## src/rtl/noc_vc_arb_merge_pkg.sv

```systemverilog
// Shared NoC parameters and the wormhole lock state type for the VC merge block.
package Noc_parameters;

   localparam int unsigned Noc_VC_Channel    = 4;
   localparam int unsigned Noc_Data_Width    = 32;
   localparam int unsigned Noc_VC_Fifo_Depth = 8;

   typedef enum logic {
      IDLE = 1'b0,
      LOCK = 1'b1
   } noc_vc_lock_state_e;

endpackage

```

## src/rtl/noc_vc_arb_merge_rr_arbiter.sv

```systemverilog
// Round-robin arbiter: the search starts at the requester after the last one
// that was advanced past. The pointer moves only on the advance strobe.
module noc_rr_arbiter #(
   parameter int unsigned N = 4
) (
   input  logic         clk,
   input  logic         rst,
   input  logic [N-1:0] req,
   input  logic         advance,
   output logic [N-1:0] grant
);

   localparam int unsigned PW = (N > 1) ? $clog2(N) : 1;

   logic [PW-1:0] ptr;
   logic [PW-1:0] gnt_idx;
   logic [PW-1:0] idx;
   logic          found;

   // First requester at or after the pointer, wrapping modulo N
   always_comb begin
      grant   = '0;
      gnt_idx = ptr;
      idx     = ptr;
      found   = 1'b0;
      for (int k = 0; k < int'(N); k++) begin
         idx = PW'((int'(ptr) + k) % int'(N));
         if (!found && req[idx]) begin
            grant[idx] = 1'b1;
            gnt_idx    = idx;
            found      = 1'b1;
         end
      end
   end

   // Pointer moves to the slot after the current winner
   always_ff @(posedge clk or posedge rst) begin
      if (rst) begin
         ptr <= '0;
      end else if (advance) begin
         ptr <= (gnt_idx == PW'(N - 1)) ? '0 : gnt_idx + PW'(1);
      end
   end

endmodule

```

## src/rtl/noc_vc_arb_merge.sv

```systemverilog
// Virtual-channel merge: round-robin arbitration with wormhole locking into a
// first-word-fall-through FIFO. Optional per-VC flit counters are built when
// NOC_VC_MERGE_STATS_EN is defined.
module noc_vc_arb_merge
   import Noc_parameters::*;
#(
   parameter int unsigned CHANNELS   = Noc_VC_Channel,
   parameter int unsigned DATA_WIDTH = Noc_Data_Width,
   parameter int unsigned DEPTH      = Noc_VC_Fifo_Depth,
   parameter int unsigned THRESHOLD  = DEPTH - 2
) (
   input  logic                           noc_clk,
   input  logic                           noc_rst,
   input  logic [CHANNELS-1:0]            i_valid,
   input  logic [CHANNELS*DATA_WIDTH-1:0] i_flit,
   input  logic [CHANNELS-1:0]            i_tail,
   output logic [CHANNELS-1:0]            o_ready,
   output logic                           o_vc_ready,
   output logic                           o_valid,
   output logic [DATA_WIDTH-1:0]          o_flit,
   output logic [$clog2(CHANNELS)-1:0]    o_vc_id,
   output logic                           o_tail,
   input  logic                           i_ready
`ifdef NOC_VC_MERGE_STATS_EN
   ,
   output logic [CHANNELS*32-1:0]         o_flit_cnt
`endif
);

   localparam int unsigned VW = $clog2(CHANNELS);
   localparam int unsigned AW = $clog2(DEPTH);
   localparam int unsigned CW = AW + 1;
   localparam int unsigned EW = DATA_WIDTH + VW + 1;

   noc_vc_lock_state_e    state, state_n;
   logic [VW-1:0]         lock_vc, lock_vc_n;
   logic [CHANNELS-1:0]   arb_req;
   logic [CHANNELS-1:0]   grant;
   logic [VW-1:0]         gnt_idx;
   logic [DATA_WIDTH-1:0] sel_flit;
   logic                  sel_tail;
   logic                  push;
   logic                  pop;
   logic                  full;
   logic [AW-1:0]         wr_ptr;
   logic [AW-1:0]         rd_ptr;
   logic [CW-1:0]         count;
   logic [EW-1:0]         mem [DEPTH];

   // While locked only the owning VC is offered to the arbiter, valid or not
   assign arb_req = (state == LOCK) ? (CHANNELS'(1) << lock_vc) : i_valid;

   noc_rr_arbiter #(
      .N (CHANNELS)
   ) u_arb (
      .clk     (noc_clk),
      .rst     (noc_rst),
      .req     (arb_req),
      .advance (push && sel_tail),
      .grant   (grant)
   );

   // Encode the one-hot grant and select the granted VC's flit
   always_comb begin
      gnt_idx  = '0;
      sel_flit = '0;
      sel_tail = 1'b0;
      for (int c = 0; c < int'(CHANNELS); c++) begin
         if (grant[c]) begin
            gnt_idx  = VW'(c);
            sel_flit = i_flit[c*DATA_WIDTH +: DATA_WIDTH];
            sel_tail = i_tail[c];
         end
      end
   end

   // A full FIFO still accepts when the head is popped in the same cycle
   assign full     = (count == CW'(DEPTH));
   assign o_ready  = (!noc_rst && (!full || i_ready)) ? grant : '0;
   assign push     = |(i_valid & o_ready);
   assign pop      = o_valid && i_ready;

   // Wormhole lock next-state logic
   always_comb begin
      state_n   = state;
      lock_vc_n = lock_vc;
      case (state)
         IDLE: begin
            if (push && !sel_tail) begin
               state_n   = LOCK;
               lock_vc_n = gnt_idx;
            end
         end
         LOCK: begin
            if (push && sel_tail) state_n = IDLE;
         end
         default: state_n = IDLE;
      endcase
   end

   // Lock state register
   always_ff @(posedge noc_clk or posedge noc_rst) begin
      if (noc_rst) begin
         state   <= IDLE;
         lock_vc <= '0;
      end else begin
         state   <= state_n;
         lock_vc <= lock_vc_n;
      end
   end

   // FIFO pointers and occupancy
   always_ff @(posedge noc_clk or posedge noc_rst) begin
      if (noc_rst) begin
         wr_ptr <= '0;
         rd_ptr <= '0;
         count  <= '0;
      end else begin
         if (push) wr_ptr <= wr_ptr + AW'(1);
         if (pop)  rd_ptr <= rd_ptr + AW'(1);
         case ({push, pop})
            2'b10:   count <= count + CW'(1);
            2'b01:   count <= count - CW'(1);
            default: count <= count;
         endcase
      end
   end

   // FIFO storage, intentionally not reset
   always_ff @(posedge noc_clk) begin
      if (push) mem[wr_ptr] <= {sel_flit, gnt_idx, sel_tail};
   end

   assign {o_flit, o_vc_id, o_tail} = mem[rd_ptr];
   assign o_valid    = (count != '0);
   assign o_vc_ready = (count < CW'(THRESHOLD));

`ifdef NOC_VC_MERGE_STATS_EN
   // Saturating per-VC accepted-flit counters
   always_ff @(posedge noc_clk or posedge noc_rst) begin
      if (noc_rst) begin
         o_flit_cnt <= '0;
      end else begin
         for (int c = 0; c < int'(CHANNELS); c++) begin
            if (push && grant[c] && (o_flit_cnt[c*32 +: 32] != 32'hFFFF_FFFF))
               o_flit_cnt[c*32 +: 32] <= o_flit_cnt[c*32 +: 32] + 32'd1;
         end
      end
   end
`endif

endmodule
```

## config.mk

```make
export PLATFORM = sky130hd
export DESIGN_NAME = noc_vc_arb_merge
export DESIGN_NICKNAME = d
export VERILOG_FILES = /design/src/rtl/noc_vc_arb_merge_pkg.sv /design/src/rtl/noc_vc_arb_merge_rr_arbiter.sv /design/src/rtl/noc_vc_arb_merge.sv
export SDC_FILE = /design/constraint.sdc
export NUM_CORES = 1
export LEC_CHECK = 0
export ABC_AREA = 0
export CAP_MARGIN = 20
export CORE_UTILIZATION = 30
export CTS_BUF_LIST = sky130_fd_sc_hd__clkbuf_4 sky130_fd_sc_hd__clkbuf_8
export DETAILED_ROUTE_END_ITERATION = 8
export SETUP_SLACK_MARGIN = 0.4
export SYNTH_ARGS = -nofsm -noshare
export SYNTH_HDL_FRONTEND = slang
export SYNTH_SLANG_ARGS = --single-unit
```

## constraint.sdc

```tcl
create_clock -name noc_clk -period 6.6 [get_ports noc_clk]
set_input_delay 0.99 -clock noc_clk [delete_from_list [all_inputs] [get_ports noc_clk]]
set_output_delay 0.99 -clock noc_clk [all_outputs]
set_load 0.01 [all_outputs]
```

==> run summary <==
Status: finished clean
Worst path top cell family by delay: buffers and inverters
Met3 usage: 2.630%
Buffers on Ports: 179
Slowest cell delay on critical path: 0.72 ns
Initial core utilization: 30.50%
Dpl hpwl: 20.12 mm
Primary FF master, synth: edfxtp_1
Most frequent cells in the layout: edfxtp_1, clkdlybuf4s50_1, mux4_2
Final hold vios: 0
Row count: 75
Post-synth EDFFs: 280
Final instance area: 16,370 sq um
Syn Nets: 878
Worst hold path class: reg -> reg
First-pass GRT wire length: 47.44 mm
Worst endpoint required time: 5.61 ns
Critical Path, Cell by Cell: inv_1 > ha_1 > xnor2_1 > nand3_1 > a211oi_2 > a221o_2 > buf_4 > and2_1 > clkdlybuf4s50_1
DRT Wirelength: 31.51 mm
Vias: 7,486
Setup TNS: 0 ns
Worst Path Buf+Inv: 3
Resized cells post-CTS: 0
Clock Sinks: 295
Core Area: 42,130 sq um
DIE AREA: 43,670 sq um
Die Y-Extent: 209.0 microns
Slowest CP cell: dfrtp_1
Crit Path Class: reg -> out
Core Util, Final: 38.86%
Syn_area_per_cell: 17.70 sq um
Root Driver: clkbuf_8
Clock slew at reported path FFs: 0.06 ns
Startpoint Class: flip-flop
Clock Tree Buf Depth: 3
ANT cells: 0
Leak: 5.376 nW
Cells after DPL: 1,417
Largest net degree at the start of global routing: 73
Element type at the critical path end: output pin
Clk_skew: 0.01274 ns
Final ANT Viol Nets: 0
P&R area growth vs syn: 27.39%
Congestion Overflow GR: 0
WL/cell: 20.91 microns
Total GRT Usage: 14.38%
Clk Latency, worst-skew pair: 0.55 ns
Post-Synthesis Cells: 726
Sequential area share after synthesis: 68.34%
CTS tree: yes
FF+latch count, synth: 295
Placed cell area: 15,410 sq um
PD cells: 603.6 nW/um^2
Final WS setup: 0.9965 ns
Drt pass-1 iters: 5
Synthesis Warnings: 0
Asr flop ratio synth: 5.085%
Worst Path Max Fanout: 23
Fillers: 3,863
Number of CTS-inserted buffers: 47
Power, Total: 9.883 mW
Clock H-tree levels: 2
FF+latch area: 8792 sq um
Synth unique cells: 61
Commonest non-fill, non-tap cell in the layout: edfxtp_1
Worst IR Drop VDD: 0.3209 mV
Pre-CTS worst setup slack: 1.293 ns
Final Max Tran Viols: 0
Worst-margin pin slew: 1.155 ns
Final min period: 5.603 ns
Relative slew slack: 22.32%
Grt met1 use: 19.52%
Crit path DAT: 4.61 ns
GRT Max-Usage Layer: met2
DRC Markers: 0
Num ports: 180
Initial DRC count: 502
Post-Syn Area: 12,850 sq um
RePlAce Congestion: 0.7993
RSZ-0062 raised after global routing: no
Share of cells above drive strength 1: 24.38%
Post-layout nets: 1,084
Post-CTS setup buffers: 0
Fmax: 178.5 MHz
Worst hold slack: 0.5086 ns
Multi-input logic area: 3925 sq um
Max-Cap Viols: 0
Chip width: 209.0 microns
Final period util: 84.90%
Vias per cell: 4.967
Met2 GRT Util: 24.09%
Initial antenna violation count: 0
Finished Layout Cells: 1,507
Vias in the first global route: 7,752
Number of buffers inserted by hold repair at cts: 0
Final setup viols: 0
## cell families (layout without fill, tap and decap cells)
| kind of cell | count (synthesis) | after routing | share of synthesized area [%] |
|---|---|---|---|
| DFF | 295 | 295 | 68.34 |
| AOI/OAI and AO/OA | 95 | 95 | 6.182 |
| buffers and inverters | 57 | 299 | 1.791 |
| muxes | 118 | 118 | 16.49 |
| xor gates and xnor gates | 13 | 13 | 0.8859 |
| and+or+nand+nor | 135 | 135 | 4.984 |
| adders and majority gates | 13 | 13 | 1.324 |
## metal layers
| metal | routed length, microns | vias up | part of all wire [%] |
|---|---|---|---|
| li1 | - | 3385 | - |
| met1 | 14290 | 3849 | 45 |
| met2 | 15430 | 213 | 49 |
| met3 | 1384 | 39 | 4.4 |
| met4 | 410 | 0 | 1.3 |
| met5 | 0 | - | 0 |
## power breakdown
group / total [mW] / internal [mW] / switching (mW) / leakage (nW)
logic: 4.59 / 1.89 / 2.70 / 2.16
clock network: 1.51 / 0.836 / 0.677 / 0.494
registers: 3.78 / 3.42 / 0.363 / 2.73
## layout make-up
cell class / count / area share, %
Multi-Input combinational cell: 374 / 23.97
Tap cell: 539 / 4.119
Inverter: 9 / 0.2063
Clock buffer: 73 / 5.296
Timing Repair Buffer: 205 / 12.33
Sequential cell: 295 / 53.70
Clock inverter: 12 / 0.3744
## cells in the mapped netlist, drive strengths merged (2+ instances only)
cell type	number	area, sq um
or3	2	12.51
a21oi	5	25.02
or2	2	12.52
mux4	70	1577
nor2b	2	12.51
a221oi	34	321.6
edfxtp	280	8408
mux2i	4	40.04
o21ai	6	30.03
buf	15	72.57
xnor2	10	87.58
a21o	2	15.01
and3	4	25.02
nand3b	2	15.01
ha	12	150.1
inv	9	33.78
o31ai	32	240.2
nor4b	2	17.52
nand3	3	15.01
nand4	3	18.77
mux2	44	503.0
nor2	43	163.9
nand2	47	176.4
clkbuf	33	123.9
and2	7	43.79
dfrtp	15	375.4
nand2b	2	12.51
nor3	6	35.03
and3b	2	17.52
xor2	3	26.28
nor3b	4	30.03
a211oi	2	25.02
## worst reg2reg max path: cells and delay by family, from the launching register on
kind | cells | cell delay (ns)
flip-flops | 1 | 0.72
XOR/XNOR | 1 | 0.36
AND/OR/NAND/NOR | 3 | 1.05
buffers and inverters | 2 | 0.82
adder cells (fa/ha/maj) | 1 | 0.50
AO/OA/AOI/OAI | 4 | 1.35
## worst paths after layout
| kind | slack [ns] | end | from | cells past startpoint |
|---|---|---|---|---|
| max | 1.0 | o_ready[2] | u_arb.ptr[0] | 9 |
| min | 0.51 | lock_vc[0] | lock_vc[0] | 1 |
| max reg2reg | 1.43 | mem[3][12] | u_arb.ptr[0] | 11 |
| min reg2reg | 0.51 | lock_vc[0] | lock_vc[0] | 1 |
| max in group asynchronous | 5.32 | rd_ptr[0] | noc_rst | 2 |
| min in group asynchronous | 0.84 | count[2] | noc_rst | 2 |
## sequential cells by signal (all words and copies together), names as in the netlist, named ones only
signal / cells
count: 4
lock_vc: 2
mem: 280
rd_ptr: 3
u_arb.ptr: 2
wr_ptr: 3
(Power assumes the default switching activity.)
